## src/rtl/image_pixel_stream_proc.sv

```systemverilog
// rtl/image_pixel_stream_proc.sv - pixel stream point-operation processor with frame/line markers
// Optional IMG_FRAME_STATS_EN adds stat_count (bright-pixel count per frame).
module image_pixel_stream_proc #(
  parameter int WIDTH          = 640,
  parameter int HEIGHT         = 480,
  parameter int PPC            = 2,
  parameter int DW             = 8,
  parameter int START_UP_DELAY = 10,
  parameter int H_BLANK        = 4
) (
  input  logic                  HCLK,
  input  logic                  HRESET,
  input  logic                  start,
  input  logic [1:0]            cfg_mode,
  input  logic [DW-1:0]         cfg_value,
  input  logic [DW-1:0]         cfg_threshold,
  input  logic                  s_valid,
  output logic                  s_ready,
  input  logic [PPC*3*DW-1:0]   s_data,
  output logic                  m_valid,
  input  logic                  m_ready,
  output logic [PPC*3*DW-1:0]   m_data,
  output logic                  m_sof,
  output logic                  m_eol,
  output logic                  busy,
  output logic                  ctrl_done
`ifdef IMG_FRAME_STATS_EN
  ,
  output logic [$clog2(WIDTH*HEIGHT+1)-1:0] stat_count
`endif
);

  localparam int COLS    = WIDTH / PPC;
  localparam int COLW    = (COLS > 1) ? $clog2(COLS) : 1;
  localparam int ROWW    = (HEIGHT > 1) ? $clog2(HEIGHT) : 1;
  localparam int DLY_MAX = (START_UP_DELAY > H_BLANK) ? START_UP_DELAY : H_BLANK;
  localparam int DLYW    = $clog2(DLY_MAX + 2);
  localparam int PW      = 3 * DW;
  localparam int BW      = PPC * PW;

  localparam logic [DLYW-1:0] SU_LIM = DLYW'(START_UP_DELAY);
  localparam logic [DLYW-1:0] HB_LIM = DLYW'(H_BLANK);
  localparam logic [COLW-1:0] COL_LAST = COLW'(COLS - 1);
  localparam logic [ROWW-1:0] ROW_LAST = ROWW'(HEIGHT - 1);

  localparam logic [2:0] S_IDLE    = 3'd0;
  localparam logic [2:0] S_STARTUP = 3'd1;
  localparam logic [2:0] S_ACTIVE  = 3'd2;
  localparam logic [2:0] S_LBLANK  = 3'd3;
  localparam logic [2:0] S_FLUSH   = 3'd4;
  localparam logic [2:0] S_DONE    = 3'd5;

  logic [2:0]      state_q, state_d;
  logic [DLYW-1:0] dly_q, dly_d, dly_inc;
  logic [COLW-1:0] col_q, col_d;
  logic [ROWW-1:0] row_q, row_d;
  logic [1:0]      mode_q, mode_d;
  logic [DW-1:0]   value_q, value_d, thr_q, thr_d;
  logic            m_valid_q, m_valid_d, m_sof_q, m_sof_d, m_eol_q, m_eol_d;
  logic [BW-1:0]   m_data_q, m_data_d, proc_data;
  logic            s_ready_c, accept, last_col, last_row;

  logic [PPC-1:0]  bright;
  logic [DW-1:0]   comp, res;
  logic [DW:0]     add;
  logic [DW+1:0]   sum, thr3;

  // Point operation on every component of every pixel, using the frame-latched config.
  always_comb begin
    proc_data = '0;
    bright    = '0;
    comp      = '0;
    res       = '0;
    add       = '0;
    sum       = '0;
    thr3      = ({2'b00, thr_q} << 1) + {2'b00, thr_q};
    for (int k = 0; k < PPC; k++) begin
      sum = {2'b00, s_data[k*PW +: DW]} + {2'b00, s_data[k*PW+DW +: DW]}
          + {2'b00, s_data[k*PW+2*DW +: DW]};
      bright[k] = (sum > thr3);
      for (int c = 0; c < 3; c++) begin
        comp = s_data[k*PW + c*DW +: DW];
        add  = {1'b0, comp} + {1'b0, value_q};
        case (mode_q)
          2'd1:    res = add[DW] ? '1 : add[DW-1:0];
          2'd2:    res = (comp >= value_q) ? (comp - value_q) : '0;
          2'd3:    res = bright[k] ? '1 : '0;
          default: res = comp;
        endcase
        proc_data[k*PW + c*DW +: DW] = res;
      end
    end
  end

  always_comb begin
    state_d   = state_q;
    dly_d     = dly_q;
    col_d     = col_q;
    row_d     = row_q;
    mode_d    = mode_q;
    value_d   = value_q;
    thr_d     = thr_q;
    m_valid_d = m_valid_q;
    m_data_d  = m_data_q;
    m_sof_d   = m_sof_q;
    m_eol_d   = m_eol_q;
    s_ready_c = (state_q == S_ACTIVE) && (!m_valid_q || m_ready);
    accept    = s_ready_c && s_valid;
    last_col  = (col_q == COL_LAST);
    last_row  = (row_q == ROW_LAST);
    dly_inc   = dly_q + 1'b1;

    if (m_valid_q && m_ready) m_valid_d = 1'b0;
    if (accept) begin
      m_valid_d = 1'b1;
      m_data_d  = proc_data;
      m_sof_d   = (col_q == '0) && (row_q == '0);
      m_eol_d   = last_col;
    end

    case (state_q)
      S_IDLE: if (start) begin
        state_d = S_STARTUP;
        dly_d   = '0;
        col_d   = '0;
        row_d   = '0;
        mode_d  = cfg_mode;
        value_d = cfg_value;
        thr_d   = cfg_threshold;
      end
      S_STARTUP: begin
        dly_d = dly_inc;
        if (dly_inc >= SU_LIM) state_d = S_ACTIVE;
      end
      S_ACTIVE: if (accept) begin
        if (last_col) begin
          col_d = '0;
          dly_d = '0;
          if (last_row) begin
            row_d   = '0;
            state_d = S_FLUSH;
          end else begin
            row_d   = row_q + 1'b1;
            state_d = S_LBLANK;
          end
        end else begin
          col_d = col_q + 1'b1;
        end
      end
      S_LBLANK: begin
        dly_d = dly_inc;
        if (dly_inc >= HB_LIM) state_d = S_ACTIVE;
      end
      S_FLUSH: if (!m_valid_q || m_ready) state_d = S_DONE;
      S_DONE:  state_d = S_IDLE;
      default: state_d = S_IDLE;
    endcase
  end

  always_ff @(posedge HCLK or posedge HRESET) begin
    if (HRESET) begin
      state_q   <= S_IDLE;
      dly_q     <= '0;
      col_q     <= '0;
      row_q     <= '0;
      mode_q    <= '0;
      value_q   <= '0;
      thr_q     <= '0;
      m_valid_q <= 1'b0;
      m_data_q  <= '0;
      m_sof_q   <= 1'b0;
      m_eol_q   <= 1'b0;
    end else begin
      state_q   <= state_d;
      dly_q     <= dly_d;
      col_q     <= col_d;
      row_q     <= row_d;
      mode_q    <= mode_d;
      value_q   <= value_d;
      thr_q     <= thr_d;
      m_valid_q <= m_valid_d;
      m_data_q  <= m_data_d;
      m_sof_q   <= m_sof_d;
      m_eol_q   <= m_eol_d;
    end
  end

`ifdef IMG_FRAME_STATS_EN
  localparam int STW = $clog2(WIDTH*HEIGHT+1);
  logic [STW-1:0] cnt_q, cnt_d, stat_q, stat_d, beat_cnt;

  // Running count is published only on the FLUSH->DONE edge so it is valid during DONE.
  always_comb begin
    beat_cnt = '0;
    for (int k = 0; k < PPC; k++) beat_cnt = beat_cnt + STW'(bright[k]);
    cnt_d  = cnt_q;
    stat_d = stat_q;
    if (state_q == S_IDLE && start) cnt_d = '0;
    else if (accept)                cnt_d = cnt_q + beat_cnt;
    if (state_q == S_FLUSH && state_d == S_DONE) stat_d = cnt_q;
  end

  always_ff @(posedge HCLK or posedge HRESET) begin
    if (HRESET) begin
      cnt_q  <= '0;
      stat_q <= '0;
    end else begin
      cnt_q  <= cnt_d;
      stat_q <= stat_d;
    end
  end

  assign stat_count = stat_q;
`endif

  assign s_ready   = s_ready_c;
  assign m_valid   = m_valid_q;
  assign m_data    = m_data_q;
  assign m_sof     = m_sof_q;
  assign m_eol     = m_eol_q;
  assign busy      = (state_q != S_IDLE);
  assign ctrl_done = (state_q == S_DONE);

endmodule

```

## config.mk

```make
export PLATFORM = sky130hd
export DESIGN_NAME = image_pixel_stream_proc
export DESIGN_NICKNAME = d
export VERILOG_FILES = /design/src/rtl/image_pixel_stream_proc.sv
export SDC_FILE = /design/constraint.sdc
export NUM_CORES = 1
export LEC_CHECK = 0
export ABC_AREA = 1
export BUFFER_PORTS_ARGS = -buffer_cell sky130_fd_sc_hd__buf_4
export CELL_PAD_IN_SITES_DETAIL_PLACEMENT = 2
export CELL_PAD_IN_SITES_GLOBAL_PLACEMENT = 2
export CORE_MARGIN = 5
export CORE_UTILIZATION = 36
export CTS_CLUSTER_SIZE = 16
export DETAILED_ROUTE_END_ITERATION = 12
export PLACE_DENSITY_LB_ADDON = 0.1
export SKIP_CTS_REPAIR_TIMING = 1
export SYNTH_ARGS = -nofsm -noshare
export SYNTH_HDL_FRONTEND = slang
export SYNTH_SLANG_ARGS = --single-unit
```

## constraint.sdc

```tcl
create_clock -name HCLK -period 9.5 [get_ports HCLK]
set_input_delay 1.9 -clock HCLK [delete_from_list [all_inputs] [get_ports HCLK]]
set_output_delay 1.9 -clock HCLK [all_outputs]
set_load 0.02 [all_outputs]
```

Word level (Yosys, flattened, before mapping)
Cells that the tools add are included.
{"block": "totals", "word_cells": 118, "output_inout_bits": 54, "input_bits": 71, "regBits": 94}
{"block": "op_classes", "muxes": 42, "magnitude_cmp": 10, "n_addsub": 20, "n_reduce_logical": 19, "n_eq_ne": 16}
{"operator": "one-hot mux 8 bit (3 select lines)", "count": 6}
{"operator": "2-to-1 mux 8 bit", "count": 14}
{"operator": "adder 8 x 8 -> 9 bit", "count": 8}
{"operator": "2-to-1 mux 9 bit", "count": 6}
{"operator": "greater-or-equal comparator 8 bit", "count": 6}
{"operator": "subtractor 8 bit", "count": 6}
{"operator": "one-hot mux 9 bit (2 select lines)", "count": 2}
{"operator": "adder 9 x 8 -> 10 bit", "count": 3}
{"operator": "2-to-1 mux 3 bit", "count": 7}
{"operator": "> comparator 10 bit", "count": 2}
{"operator": "adder 9 x 1 -> 9 bit, second input constant", "count": 2}
{"operator": "== test 9 bit, second input constant", "count": 2}
{"operator": "zero test 9 bit", "count": 2}
{"operator": "one-hot mux 3 bit (5 select lines)", "count": 1}
{"operator": "2-to-1 mux 4 bit", "count": 3}
{"operator": "inequality test 2 bit, second input constant", "count": 6}
{"operator": "one-hot mux 4 bit (3 select lines)", "count": 1}
{"operator": "AND reduction 4 bit", "count": 2}
{"operator": "== test 3 x 2 -> 1 bit, second input constant", "count": 2}
{"operator": "== test 3 bit, second input constant", "count": 2}
{"operator": "AND reduction 6 bit", "count": 1}
{"operator": "nonzero test 3 bit", "count": 2}
{"operator": "adder 4 x 1 -> 4 bit, second input constant", "count": 1}
{"operator": "== test 2 bit, second input constant", "count": 2}
{"operator": "other kinds (13)", "count": 18}

Longest topological paths before layout
{"block": "logic_depth", "ltp_word": 6, "depth_mapped": 24}

Least setup slack after synthesis
OpenSTA, ideal clock, no wires.
{"block": "synth_path", "kind": "input -> register", "startpoint": "input port s_data[25]", "endpoint": "register m_data_q[24] (netlist: m_data[24])", "arrival_ns": 5.065, "slack_ns": 4.318, "setup_time_ns": 0.117, "required_ns": 9.383, "path_stages": 24, "cell_sequence": "inv_1 -> fa_1 -> inv_1 -> ha_1 -> inv_1 -> fa_1 -> o21ai_0 -> a21oi_1 -> o21bai_1 -> xnor2_1 -> inv_1 -> ha_1 -> nand2_1 -> nor2_1 -> nand2_1 -> o21ai_0 -> inv_1 -> nand2_1 -> nand2_1 -> inv_2 -> buf_6 -> nand3_1 -> nand2_1 -> nand2_1"}
{"block": "synth_via", "elab_chain_cells": 5, "word_cells_on_any_way": 9, "classes_between": "add/sub: 3; order compare: 2; mux: 4"}
{"item": "start: declaration", "line": "19", "source": "input logic [PPC*3*DW-1:0] s_data,"}
{"item": "adder 8 x 8 -> 9 bit", "line": "78", "source": "sum = {2'b00, s_data[k*PW +: DW]} + {2'b00, s_data[k*PW+DW +: DW]}"}
{"item": "adder 9 x 8 -> 10 bit", "line": "79", "source": "+ {2'b00, s_data[k*PW+2*DW +: DW]};"}
{"item": "> comparator 10 bit", "line": "80", "source": "bright[k] = (sum > thr3);"}
{"item": "2-to-1 mux 8 bit", "line": "87", "source": "2'd3: res = bright[k] ? '1 : '0;"}
{"item": "one-hot mux 8 bit (3 select lines) *", "line": "84", "source": "case (mode_q)"}
{"item": "end signal: assignment", "line": "182", "source": "m_data_q <= m_data_d;"}
{"item": "end: declaration", "line": "60", "source": "logic [BW-1:0] m_data_q, m_data_d, proc_data;"}
Every way passes the cells marked *; elsewhere a longest branch is shown, timed or not.
A chain may end at the register's enable or synchronous reset.

Final worst setup path
{"block": "layout_path", "startpoint": "input port s_data[1]", "endpoint": "register m_data_q[14] (netlist: m_data[14])"}
{"block": "layout_via", "elab_chain_cells": 5}
{"item": "adder 8 x 8 -> 9 bit", "line": "78"}
{"item": "adder 9 x 8 -> 10 bit", "line": "79"}
{"item": "> comparator 10 bit", "line": "80"}
{"item": "2-to-1 mux 8 bit", "line": "87"}
{"item": "one-hot mux 8 bit (3 select lines)", "line": "84"}
No other way between the ends.

==> impl_metrics.json <==
{
  "timing.setup.tns_ns": 0,
  "routed_wire_length_per_instance_um": 20.5,
  "drt_pass1_iterations": 5,
  "die-height_um": 192,
  "overall_global_routing_usage": 0.269,
  "finalWeightedCongestion": 0.866,
  "floorplan.core_area_um2": 32600,
  "tightest_slew_ns": 1.20,
  "design.die.area_um2": 36800,
  "synth_cells": 1848,
  "area_delta_synth_final_pct": 12.8,
  "power.share.clock": 0.084,
  "synth_seq_area_share": 0.198,
  "synth_seq_cells": 94,
  "synth_edf_count": 0,
  "critPathRequiredTime_ns": 9.78,
  "timing.max_slew.rel_slack": 0.199,
  "outcome": "complete, no violations",
  "initial_utilization": 0.365,
  "cell_chosen_for_the_clock_root": "sky130_fd_sc_hd__clkbuf_16",
  "final-setup-viol-count": 0,
  "power.sequential.fraction": 0.158,
  "clock_pin_slew_on_the_worst_setup_and_hold_paths_ns": 0.09,
  "critPathKind": "input pin to register",
  "slew_viol_final": 0,
  "fmax_ghz": 0.171,
  "worstSkewPairLatency_ns": 0.39,
  "place.detailed.hpwl_um": 38000,
  "netSwitchingPower_w": 0.00281,
  "clock-sinks": 94,
  "timing.final.crit_share": 0.616,
  "numCtsBuffers": 9,
  "power.density_nw_per_um2": 352,
  "p_total_w": 0.00473,
  "first_global_vias": 13811,
  "x_dimension_of_the_die_um": 192,
  "post_synthesis_net_count": 2095,
  "cp_max_fanout": 20,
  "placement_rows": 66,
  "timing.final.hold_violations": 0,
  "fraction_of_layout_cells_with_a_size_suffix_above_1": 0.0987,
  "grt_start_max_net_pins": 70,
  "grt_antenna_before_repair": 0,
  "drt.antenna.violating_nets": 0,
  "worst_hold_path_type": "register to register",
  "worst_hold_slack_ns": 0.486,
  "drc": 0,
  "portBuffers": 124,
  "avg_vias_per_cell": 5.25,
  "yosys.cell_types.count": 40,
  "num_vias": 12490,
  "clock_tree_from_tritoncts": "done",
  "worstSetupStartpointType": "input pin",
  "critical_path_arrival_ns": 6.13,
  "fin_worst_skew_ns": 0.0130,
  "finalWorstPathRequiredPeriod_ns": 5.85,
  "ios": 125,
  "switching_share": 0.595,
  "synth_flop_cell": "sky130_fd_sc_hd__dfrtp_1",
  "finish.utilization": 0.412,
  "post-synth-top-area-cell": "sky130_fd_sc_hd__dfrtp_1",
  "vdd_ir_drop_max_mv": 0.246,
  "max-cap-violations": 0,
  "antennaDiodeCount": 0,
  "power_report.internal_total_w": 0.00191,
  "setup_repair_after_global_routing_missed_its_margin": "false",
  "post_synth_instance_area_um2": 11900,
  "leakagePower_nw": 7.58,
  "synth-warning-count": 0,
  "nNetsFinal": 2178,
  "grt_first_pass_wirelength_um": 76700,
  "synth.top_cell.area_share": 0.198,
  "worst_slack_ns": 3.65,
  "h-tree-depth": 3,
  "detail_route.iter0.violations": 642,
  "global_route.overflow_total": 0,
  "post-place-ws_ns": 3.25,
  "synthesized_area_per_cell_um2": 6.44,
  "ctsLongestPathBuffers": 2,
  "layout.cells.most_common": "sky130_fd_sc_hd__nand2_1",
  "synth_async_sr_flop_share": 1.00,
  "endpoint_kind": "register",
  "top_library_cells_by_usage_in_the_layout_fill_and_taps_aside": "607 x sky130_fd_sc_hd__nand2_1, 266 x sky130_fd_sc_hd__inv_1, 166 x sky130_fd_sc_hd__nor2_1, 166 x sky130_fd_sc_hd__nand3_1, 145 x sky130_fd_sc_hd__ha_1",
  "p_comb_frac": 0.758,
  "drt-total-wl_um": 48600,
  "synth_top_cells_by_area": "sky130_fd_sc_hd__dfrtp_1 20%, sky130_fd_sc_hd__nand2_1 19%, sky130_fd_sc_hd__ha_1 15%"
}
cell usage after synthesis, types with 2 or more instances:
cell / number
sky130_fd_sc_hd__nand2_1: 607
sky130_fd_sc_hd__clkbuf_1: 16
sky130_fd_sc_hd__fa_1: 31
sky130_fd_sc_hd__nor3_1: 6
sky130_fd_sc_hd__o311ai_0: 2
sky130_fd_sc_hd__buf_6: 6
sky130_fd_sc_hd__a21oi_1: 94
sky130_fd_sc_hd__nand2_2: 5
sky130_fd_sc_hd__o21a_1: 2
sky130_fd_sc_hd__ha_1: 145
sky130_fd_sc_hd__inv_2: 3
sky130_fd_sc_hd__nor4_1: 2
sky130_fd_sc_hd__o21bai_1: 15
sky130_fd_sc_hd__nor2_4: 4
sky130_fd_sc_hd__mux2_2: 5
sky130_fd_sc_hd__inv_1: 268
sky130_fd_sc_hd__o21ai_0: 33
sky130_fd_sc_hd__nand4_1: 38
sky130_fd_sc_hd__buf_2: 37
sky130_fd_sc_hd__o21ai_2: 4
sky130_fd_sc_hd__dfrtp_1: 94
sky130_fd_sc_hd__o22ai_1: 2
sky130_fd_sc_hd__xor2_1: 46
sky130_fd_sc_hd__a21oi_2: 10
sky130_fd_sc_hd__nand3b_1: 6
sky130_fd_sc_hd__nand3_1: 166
sky130_fd_sc_hd__xnor2_1: 8
sky130_fd_sc_hd__nor2_2: 2
sky130_fd_sc_hd__nor2_1: 168
sky130_fd_sc_hd__a21o_1: 4
sky130_fd_sc_hd__or2_2: 3
sky130_fd_sc_hd__and2_1: 7
sky130_fd_sc_hd__nand2_4: 2
stage by stage:
step | instances | cell area (um^2)
detailed placement | 2362 | 13100
CTS | 2378 | 13400
global route | 2378 | 13400
global placement | 2362 | 13100
finish | 2378 | 13400
floorplan | 1848 | 11900
routing by layer:
| layer | vias to the layer above | share of wire | GRT usage |
|---|---|---|---|
| met5 | - | 0 | 0 |
| met4 | 0 | 0.022 | 0.0674 |
| met3 | 50 | 0.036 | 0.0327 |
| met2 | 208 | 0.47 | 0.458 |
| met1 | 6272 | 0.47 | 0.362 |
| li1 | 5960 | - | - |
power groups by stage:
stage | Combinational, W | Clock (W) | Sequential, W
after global placement | 0.00340 | 0 | 0.000742
after detailed placement | 0.00357 | 0 | 0.000747
after floorplan | 0.00238 | 0 | 0.000761
final | 0.00359 | 0.000396 | 0.000747
after CTS | 0.00360 | 0.000404 | 0.000742
after global routing | 0.00403 | 0.000422 | 0.000760
path summary, 6_finish.rpt:
kind                                         from                     end  slack (ns)  cells after the start
min reg2reg                m_data[29]$_DFFE_PP0P_  m_data[29]$_DFFE_PP0P_        0.49                      2
max reg2reg                  thr_q[0]$_DFFE_PP0P_  m_data[14]$_DFFE_PP0P_        5.35                     20
max in group asynchronous                  HRESET  m_data[46]$_DFFE_PP0P_        6.71                      3
min                        m_data[29]$_DFFE_PP0P_  m_data[29]$_DFFE_PP0P_        0.49                      2
min in group asynchronous                  HRESET    thr_q[5]$_DFFE_PP0P_        1.64                      2
max                                     s_data[1]  m_data[14]$_DFFE_PP0P_        3.65                     24
layout make-up:
cell class / count / area (um^2)
fillers: 4009 / 19200
multi-input cells: 1424 / 8240
flip-flops and latches: 94 / 2350
inverters: 271 / 1020
repair buffers: 131 / 983
well taps: 442 / 553
clock buffers: 9 / 225
clock inverters: 7 / 61.3
state kept, by name, summed over array words and instances (netlist names), 2 cells and up:
register  cells
m_data       48
state_q       3
value_q       8
dly_q         4
mode_q        2
col_q         9
thr_q         8
row_q         9
critical path: stages:
cell                       delay (ns)
sky130_fd_sc_hd__buf_4           0.12
sky130_fd_sc_hd__inv_1           0.11
sky130_fd_sc_hd__fa_1            0.56
sky130_fd_sc_hd__inv_1           0.05
sky130_fd_sc_hd__ha_1            0.22
sky130_fd_sc_hd__fa_1            0.41
sky130_fd_sc_hd__nand3_1         0.09
sky130_fd_sc_hd__nand3_1         0.11
sky130_fd_sc_hd__a21oi_1         0.18
sky130_fd_sc_hd__o21bai_1        0.11
sky130_fd_sc_hd__a21oi_1         0.16
sky130_fd_sc_hd__nor2_1          0.07
sky130_fd_sc_hd__ha_1            0.29
sky130_fd_sc_hd__nand2_1         0.07
sky130_fd_sc_hd__nor2_1          0.20
sky130_fd_sc_hd__nand2_1         0.07
sky130_fd_sc_hd__o21ai_0         0.14
sky130_fd_sc_hd__inv_1           0.05
sky130_fd_sc_hd__nand2_1         0.06
sky130_fd_sc_hd__nand2_1         0.11
sky130_fd_sc_hd__inv_1           0.69
sky130_fd_sc_hd__nand3_1         0.17
sky130_fd_sc_hd__nand2_1         0.11
sky130_fd_sc_hd__nand2_1         0.06
cells by family (layout without fill, tap and decap cells):
kind of cell | count (synthesis) | in the layout | share of synthesized area
xor+xnor | 54 | 54 | 0.0397
buf+inv | 330 | 418 | 0.112
mux | 5 | 5 | 0.00473
fa+ha+maj | 176 | 176 | 0.205
compound gates | 171 | 171 | 0.0837
flops | 94 | 94 | 0.198
simple gates | 1018 | 1018 | 0.358
(Power assumes the default switching activity.)
